--- src/rtl/mmcm_rst_seq.sv ---
// Reset and lock sequencer for the ADC board MMCM: drives the MMCM reset, qualifies lock,
// retries on timeout and releases the IDELAYCTRL and ADC/SPI resets in order.
module mmcm_rst_seq #(
    parameter int RST_HOLD_CYC     = 16,
    parameter int LOCK_TIMEOUT_CYC = 50000,
    parameter int LOCK_STABLE_CYC  = 1024,
    parameter int SEQ_GAP_CYC      = 64,
    parameter int MAX_RETRY        = 7
) (
    input  logic       sys_clkr,
    input  logic       sys_rst_n,
    input  logic       mmcm_locked,
    input  logic       force_reset,
    output logic       mmcm_rst,
    output logic       idelay_rst,
    output logic       adc_rst_n,
    output logic       clk_ready,
    output logic       fault,
    output logic [3:0] retry_cnt,
    output logic [7:0] lock_loss_cnt,
    output logic [2:0] state
);

    typedef enum logic [2:0] {
        ST_HOLD       = 3'd1,
        ST_WAIT_LOCK  = 3'd2,
        ST_REL_IDELAY = 3'd3,
        ST_REL_ADC    = 3'd4,
        ST_RUN        = 3'd5,
        ST_FAULT      = 3'd6
    } state_t;

    state_t      state_q, state_nxt;
    logic        sync_q, lk;
    logic [31:0] cnt, cnt_nxt;
    logic [31:0] stable_cnt, stable_nxt;
    logic [3:0]  retry_nxt;
    logic [7:0]  loss_nxt;
    logic        entering;
    logic        mmcm_rst_nxt, idelay_rst_nxt, adc_rst_n_nxt, clk_ready_nxt, fault_nxt;

    assign state = state_q;

    always_comb begin
        state_nxt = state_q;
        retry_nxt = retry_cnt;
        loss_nxt  = lock_loss_cnt;
        case (state_q)
            ST_HOLD: begin
                if (cnt == 32'(RST_HOLD_CYC - 1)) state_nxt = ST_WAIT_LOCK;
            end
            ST_WAIT_LOCK: begin
                // The sample taken on the entry edge is not counted, so acceptance
                // lands LOCK_STABLE_CYC+2 cycles after entry at best.
                if (stable_cnt > 32'(LOCK_STABLE_CYC)) begin
                    state_nxt = ST_REL_IDELAY;
                end else if (cnt == 32'(LOCK_TIMEOUT_CYC - 1)) begin
                    retry_nxt = retry_cnt + 4'd1;
                    state_nxt = (retry_nxt == 4'(MAX_RETRY)) ? ST_FAULT : ST_HOLD;
                end
            end
            ST_REL_IDELAY: begin
                if (!lk) state_nxt = ST_HOLD;
                else if (cnt == 32'(SEQ_GAP_CYC - 1)) state_nxt = ST_REL_ADC;
            end
            ST_REL_ADC: begin
                if (!lk) state_nxt = ST_HOLD;
                else if (cnt == 32'(SEQ_GAP_CYC - 1)) state_nxt = ST_RUN;
            end
            ST_RUN: begin
                if (!lk) begin
                    state_nxt = ST_HOLD;
                    if (lock_loss_cnt != 8'hff) loss_nxt = lock_loss_cnt + 8'd1;
                end
            end
            ST_FAULT: state_nxt = ST_FAULT;
            default:  state_nxt = ST_HOLD;
        endcase
        if (force_reset) begin
            state_nxt = ST_HOLD;
            retry_nxt = 4'd0;
            loss_nxt  = lock_loss_cnt;
        end
    end

    always_comb begin
        entering   = (state_nxt != state_q) || force_reset;
        cnt_nxt    = entering ? 32'd0 : cnt + 32'd1;
        stable_nxt = (entering || state_q != ST_WAIT_LOCK || !lk) ? 32'd0 : stable_cnt + 32'd1;
    end

    // Outputs are decoded from the next state so they change on the same edge as the state.
    always_comb begin
        mmcm_rst_nxt   = 1'b1;
        idelay_rst_nxt = 1'b1;
        adc_rst_n_nxt  = 1'b0;
        clk_ready_nxt  = 1'b0;
        fault_nxt      = 1'b0;
        case (state_nxt)
            ST_WAIT_LOCK:  mmcm_rst_nxt = 1'b0;
            ST_REL_IDELAY: begin
                mmcm_rst_nxt   = 1'b0;
                idelay_rst_nxt = 1'b0;
            end
            ST_REL_ADC: begin
                mmcm_rst_nxt   = 1'b0;
                idelay_rst_nxt = 1'b0;
                adc_rst_n_nxt  = 1'b1;
            end
            ST_RUN: begin
                mmcm_rst_nxt   = 1'b0;
                idelay_rst_nxt = 1'b0;
                adc_rst_n_nxt  = 1'b1;
                clk_ready_nxt  = 1'b1;
            end
            ST_FAULT: fault_nxt = 1'b1;
            default: ;
        endcase
    end

    always_ff @(posedge sys_clkr or negedge sys_rst_n) begin
        if (!sys_rst_n) begin
            sync_q        <= 1'b0;
            lk            <= 1'b0;
            state_q       <= ST_HOLD;
            cnt           <= 32'd0;
            stable_cnt    <= 32'd0;
            retry_cnt     <= 4'd0;
            lock_loss_cnt <= 8'd0;
            mmcm_rst      <= 1'b1;
            idelay_rst    <= 1'b1;
            adc_rst_n     <= 1'b0;
            clk_ready     <= 1'b0;
            fault         <= 1'b0;
        end else begin
            sync_q        <= mmcm_locked;
            lk            <= sync_q;
            state_q       <= state_nxt;
            cnt           <= cnt_nxt;
            stable_cnt    <= stable_nxt;
            retry_cnt     <= retry_nxt;
            lock_loss_cnt <= loss_nxt;
            mmcm_rst      <= mmcm_rst_nxt;
            idelay_rst    <= idelay_rst_nxt;
            adc_rst_n     <= adc_rst_n_nxt;
            clk_ready     <= clk_ready_nxt;
            fault         <= fault_nxt;
        end
    end

endmodule

--- config.mk ---
export PLATFORM = sky130hd
export DESIGN_NAME = mmcm_rst_seq
export DESIGN_NICKNAME = d
export VERILOG_FILES = /design/src/rtl/mmcm_rst_seq.sv
export SDC_FILE = /design/constraint.sdc
export NUM_CORES = 1
export LEC_CHECK = 0
export ABC_AREA = 1
export CORE_MARGIN = 3
export CORE_UTILIZATION = 54
export DETAILED_ROUTE_END_ITERATION = 8
export PLACE_DENSITY = 0.7
export SLEW_MARGIN = 15
export SYNTH_ARGS = -nofsm -noshare
export SYNTH_HDL_FRONTEND = slang
export SYNTH_SLANG_ARGS = --single-unit
export TNS_END_PERCENT = 30
--- constraint.sdc ---
create_clock -name sys_clkr -period 2.4 [get_ports sys_clkr]
set_input_delay 0.24 -clock sys_clkr [delete_from_list [all_inputs] [get_ports sys_clkr]]
set_output_delay 0.24 -clock sys_clkr [all_outputs]
set_load 0.01 [all_outputs]
; Word-level counts from Yosys, hierarchy flattened
; Index checks and enable logic that the tools add are counted.
[word_totals]
out_inout_bits = 20
inputBits = 4
reg_bits = 86
word_cells = 71
[op_classes]
mux = 22
bitwise = 2
n_eq_ne = 19
n_addsub = 4
reduce_logical = 11
order_cmp = 1
[ops]
columns = op, n
row1 = adder 32 x 1 -> 32 bit (second input constant), 2
row2 = 2-to-1 mux 32 bit, 2
row3 = equality test 32 x 16 -> 1 bit (second input constant), 1
row4 = equality test 32 x 4 -> 1 bit (second input constant), 1
row5 = equality test 32 x 6 -> 1 bit (second input constant), 1
row6 = greater-than comparator 32 x 11 -> 1 bit (second input constant), 1
row7 = 2-to-1 mux 3 bit, 10
row8 = equality test 3 bit (second input constant), 6
row9 = case mux 3 bit (6 select lines), 1
row10 = 2-to-1 mux 4 bit, 4
row11 = equality test 3 x 2 -> 1 bit (second input constant), 4
row12 = adder 8 x 1 -> 8 bit (second input constant), 1
row13 = inequality test 8 bit (second input constant), 1
row14 = 2-to-1 mux 1 bit, 5
row15 = adder 4 x 1 -> 4 bit (second input constant), 1
row16 = equality test 4 x 3 -> 1 bit (second input constant), 1
row17 = AND reduction 4 bit, 1
row18 = nonzero test 2 bit, 2
row19 = OR reduction 4 bit, 1
row20 = equality test 3 x 1 -> 1 bit (second input constant), 1
row21 = logical OR 1 bit, 3
row22 = inequality test 3 x 2 -> 1 bit (second input constant), 1
row23 = inequality test 3 bit, 1
row24 = AND reduction 3 bit, 1
row25 = other kinds (5), 6

; Longest topological paths before layout
[depth]
ltp_word = 12
depth_mapped = 18
ltp_nobuf = 17

; Least setup slack after synthesis
; Ideal clock, no wire load.
[synth_timing]
path_kind = register to register
from = reg retry_cnt[0]
to = reg stable_cnt[9]
slack_ps = 520
path_stages_with_launch = 18
t_arrival_ps = 1811
required_ps = 2331
n_path_buf = 1
synth_period_minus_slack_ps = 1880
path_cell_list = dfrtp_1 -> ha_1 -> nand2_1 -> nand2_1 -> nor2_1 -> nand2_1 -> nand3_1 -> nand2_1 -> nand2_1 -> inv_1 -> nand2_2 -> nand2_2 -> nand2_1 -> inv_2 -> nor2_2 -> nand3_2 -> buf_6 -> nor2_2
[synth_between]
elab_chain_cells = 12
[synth_lines]
columns = element, line
row1 = from (decl), 19  ; output logic [3:0] retry_cnt,
row2 = from (signal assigned), 141  ; retry_cnt <= retry_nxt;
row3 = adder 4 x 1 -> 4 bit, 58  ; retry_nxt = retry_cnt + 4'd1;
row4 = equality test 4 x 3 -> 1 bit, 59  ; state_nxt = (retry_nxt == 4'(MAX_RETRY)) ? ST_FAULT : ST_HOLD;
row5 = 2-to-1 mux 3 bit, 59
row6 = 2-to-1 mux 3 bit, 57  ; end else if (cnt == 32'(LOCK_TIMEOUT_CYC - 1)) begin
row7 = 2-to-1 mux 3 bit, 55  ; if (stable_cnt > 32'(LOCK_STABLE_CYC)) begin
row8 = case mux 3 bit (6 select lines), 48  ; case (state_q)
row9 = 2-to-1 mux 3 bit, 79  ; if (force_reset) begin
row10 = inequality test 3 bit, 87  ; entering = (state_nxt != state_q) || force_reset;
row11 = logical OR 1 bit, 87
row12 = logical OR 1 bit (2 in a row), 89  ; stable_nxt = (entering || state_q != ST_WAIT_LOCK || !lk) ? 32'd0 : stable_cnt + 32'd1;
row13 = 2-to-1 mux 32 bit, 89
row14 = net stable_nxt[9], 36  ; logic [31:0] stable_cnt, stable_nxt;
row15 = to (signal assigned), 140  ; stable_cnt <= stable_nxt;
row16 = to (decl), 36
; The timed path passes the listed nets, and every way through them passes these cells.
; A chain may end at the register's enable or synchronous reset.

; Final worst setup path
[layout_timing]
from = reg cnt[0]
to = reg cnt[1]
[layout_between]
elab_chain_cells = 8
word_cells_on_any_way = 16
[layout_lines]
columns = element, line
row1 = from (decl), 35  ; logic [31:0] cnt, cnt_nxt;
row2 = from (signal assigned), 139  ; cnt <= cnt_nxt;
row3 = equality test 32 x 6 -> 1 bit or equality test 32 x 16 -> 1 bit (tied branches), "64, 68, 57"
row4 = "2-to-1 mux 3 bit, on equally long branches", "68, 57, 64"
row5 = "2-to-1 mux 3 bit, on equally long branches", "67, 55, 63"
row6 = case mux 3 bit (6 select lines), 48
row7 = 2-to-1 mux 3 bit, 79
row8 = inequality test 3 bit, 87
row9 = logical OR 1 bit, 87
row10 = 2-to-1 mux 32 bit (*), 88  ; cnt_nxt = entering ? 32'd0 : cnt + 32'd1;
row11 = net cnt_nxt[1], 35
; The timed path passes the listed nets; every way through them passes the cells marked *.

==> out/metrics.cfg <==
[clocking]
cts.sinks=86
cts-root-buf=clkbuf_8
cts_tree=yes
cts_max_path_buffers=2
htreeDepth=3
clk_pin_slew_ns=0.09
cts-buffers-inserted=9
postCtsSetupRepairBufs=0
clock_latency_ns=0.36

[placed_design]
postPlaceCellArea_um2=4950
numPortBuffers=23
gp_congestion=0.892
dp_cells=649
dpl.hpwl_mm=6.09

[sta]
final-setup-viol-count=0
fin_crit_sh_pct=91.0
worst_pin_slew_ns=0.582
skew_ns=0.0152
rsz0062_at_grt=false
hold_violations=0
fmaxAchievable_mhz=458
fin_tns_setup_ns=0
timing.slew.headroom_pct=60.9
drv_slew=0
fin_crit_ns=2.18

[worst_setup_path]
start_kind=register
reg2reg_from=cnt[0]
rr_worst_depth=13
crit_start=cnt[0]
rr_endpoint=cnt[1]
rrSetupSlack_ns=0.22
crit_type=register to register
cp_max_fo=18
cp.arrival_ns=2.41
worstSetupEndpointType=register
crit_required_ns=2.63

[logic_synthesis]
syn_area_per_cell_um2=8.91
syn_inst=505
yosys_warnings=0
yosysSeqAreaShare_pct=47.9
ys_ff_latch=86
synth.distinct_cells=33
syn_area_um2=4500

[pwr]
cellLeakagePower_nw=2.26
report.power.total_mw=2.81
ir_worst_vdd_mv=0.750
cellPowerDensity_nw_per_um2=539

[grt]
grt_pass1_vias=3373
antenna_found_initial=0
grt_util_all_layers_pct=19.2
grt_max_degree=45
grt_overflow=0
grt_pass1_wl_mm=15.0

[drt]
wl_met3_um=274
wl_mm=8.52
ant_nets=0
post_drt_wl_per_cell_um=12.8
vias=3360
wl_met2_mm=4.21
dr.pass1.iters=5
drtIter0Drc=114
highest_layer=met4
drcViolationCount=0
vias_per_cell=5.05
wl_met1_mm=3.95

[layout]
final_cells=666
antenna_cells=0
layout-drive-gt1-share_pct=18.8
nets=569
area_growth_pct=15.8
final_cell_area_um2=5210

[min_path]
min_from=mmcm_locked
worstHoldPathCells=1
hp-class=primary input to register
holdPathEnd=sync_q

[floorplanning]
fp.dieH_um=97.3
row_count=32
io_pins=24
die_w_um=97.3
core_area_um2=7890
die-area_um2=9470
initial_utilization_pct=57.1

[run_status]
run_status=completed

[flow_run]
cap_violations=0

-- placed cells by master, fill, tap and decap left out, types with 2 or more instances in the layout --
| master | count |
|---|---|
| bufinv_16 | 2 |
| nand2_2 | 10 |
| o21ai_0 | 11 |
| a31oi_1 | 2 |
| clkbuf_8 | 10 |
| xnor2_1 | 16 |
| nand3_4 | 2 |
| inv_2 | 5 |
| nand3_1 | 27 |
| xor2_1 | 22 |
| conb_1 | 21 |
| buf_12 | 2 |
| nor4_1 | 5 |
| nand4_1 | 15 |
| buf_4 | 6 |
| nor3_2 | 33 |
| nor2_2 | 19 |
| dfstp_2 | 3 |
| nor3_1 | 15 |
| inv_1 | 55 |
| mux2_2 | 2 |
| clkdlybuf4s50_1 | 22 |
| nand2_1 | 85 |
| ha_1 | 6 |
| nor3b_1 | 2 |
| nor2_4 | 2 |
| nand3_2 | 3 |
| nor2_1 | 67 |
| dfrtp_1 | 83 |
| inv_6 | 3 |
-- per-stage QoR --
stage / setup slack [ns] / hold slack, ns / util (%)
final: 0.215 / 0.311 / 66.1
after global routing: 0.000200 / 0.305 / 66.1
after CTS: 0.120 / 0.296 / 65.8
after detailed placement: 0.145 / 0.267 / 62.7
after global placement: 0.178 / 0.264 / 62.7
after floorplan: 0.520 / -0.0556 / -
-- flip-flops by register name, summed over array words and instances, names as in the netlist --
name,cells
cnt,32
stable_cnt,32
lock_loss_cnt,8
retry_cnt,4
state,3
adc_rst_n,1
clk_ready,1
fault,1
idelay_rst,1
lk,1
mmcm_rst,1
sync_q,1
-- worst max-delay path by stage --
stage,endpoint,slack (ns),cells past startpoint
after floorplan,stable_cnt[9],0.52,17
after global placement,stable_cnt[0],0.18,14
after detailed placement,stable_cnt[0],0.14,15
after CTS,stable_cnt[0],0.12,17
after global routing,stable_cnt[0],0.0002,17
final,cnt[1],0.22,13
-- power by group --
part           switching [mW]  total, mW  internal [mW]  leakage, nW
registers              0.0207       1.50           1.48         1.12
logic                  0.0808      0.130         0.0489         1.01
clock network           0.549       1.18          0.633        0.120
total                   0.650       2.81           2.16         2.26
-- cell usage after synthesis, drive strengths merged --
library cell | count | share of area (%)
a21o | 1 | 0.17
a21oi | 1 | 0.11
a31oi | 3 | 0.56
buf | 8 | 1.4
conb | 1 | 0.083
dfrtp | 83 | 46
dfstp | 3 | 1.8
ha | 6 | 1.7
inv | 60 | 5.0
mux2 | 2 | 0.50
nand2 | 95 | 8.5
nand3 | 32 | 4.3
nand4 | 15 | 2.1
nor2 | 88 | 8.5
nor3 | 48 | 9.0
nor3b | 2 | 0.33
nor4 | 6 | 0.97
o21ai | 11 | 1.2
o31ai | 1 | 0.28
or2 | 1 | 0.14
xnor2 | 16 | 3.1
xor2 | 22 | 4.3
-- repair_timing --
item                                    4_1_cts  5_1_grt
hold buffers                                  1        0
endpoints found under the setup margin        0       13
hold endpoints to repair                     42        0
gates resized for setup                       0        5
-- cells by family (layout without fill, tap and decap cells) --
family                   after synthesis  after routing  synth area share, %
AND/OR/NAND/NOR                      287            287                 33.8
flip-flops                            86             86                 47.9
buffers and inverters                 68            107                 6.37
XOR/XNOR                              38             38                 7.39
AO/OA/AOI/OAI                         17             17                 2.34
adder cells (fa/ha/maj)                6              6                 1.67
multiplexers                           2              2                0.500
other                                  1             21               0.0833
-- per-layer routing --
layer	GRT usage, %	vias up
met1	24.4	1587
met5	0	-
met3	5.89	15
li1	-	1707
met2	32.3	51
met4	4.47	0
-- critical path: stages (launching register included) --
cell and delay, ns:
dfrtp_1 0.39, ha_1 0.22, nand3_1 0.19, nor2_1 0.14, nand3_1 0.07, nor2_1 0.11, nor2_1 0.05, nor2_1 0.13
nand2_2 0.09, nand3_2 0.08, nand3_2 0.07, nand2_2 0.11, buf_4 0.31, nor3b_1 0.10
-- layout make-up --
class,count,area (um^2)
Clock buffer,10,138
Clock inverter,6,97.6
Fill cell,645,2680
Inverter,60,225
Multi-Input combinational cell,371,2150
Sequential cell,86,2160
Tap cell,102,128
Timing Repair Buffer,31,315
No activity file was read; power rests on OpenSTA's default activity.
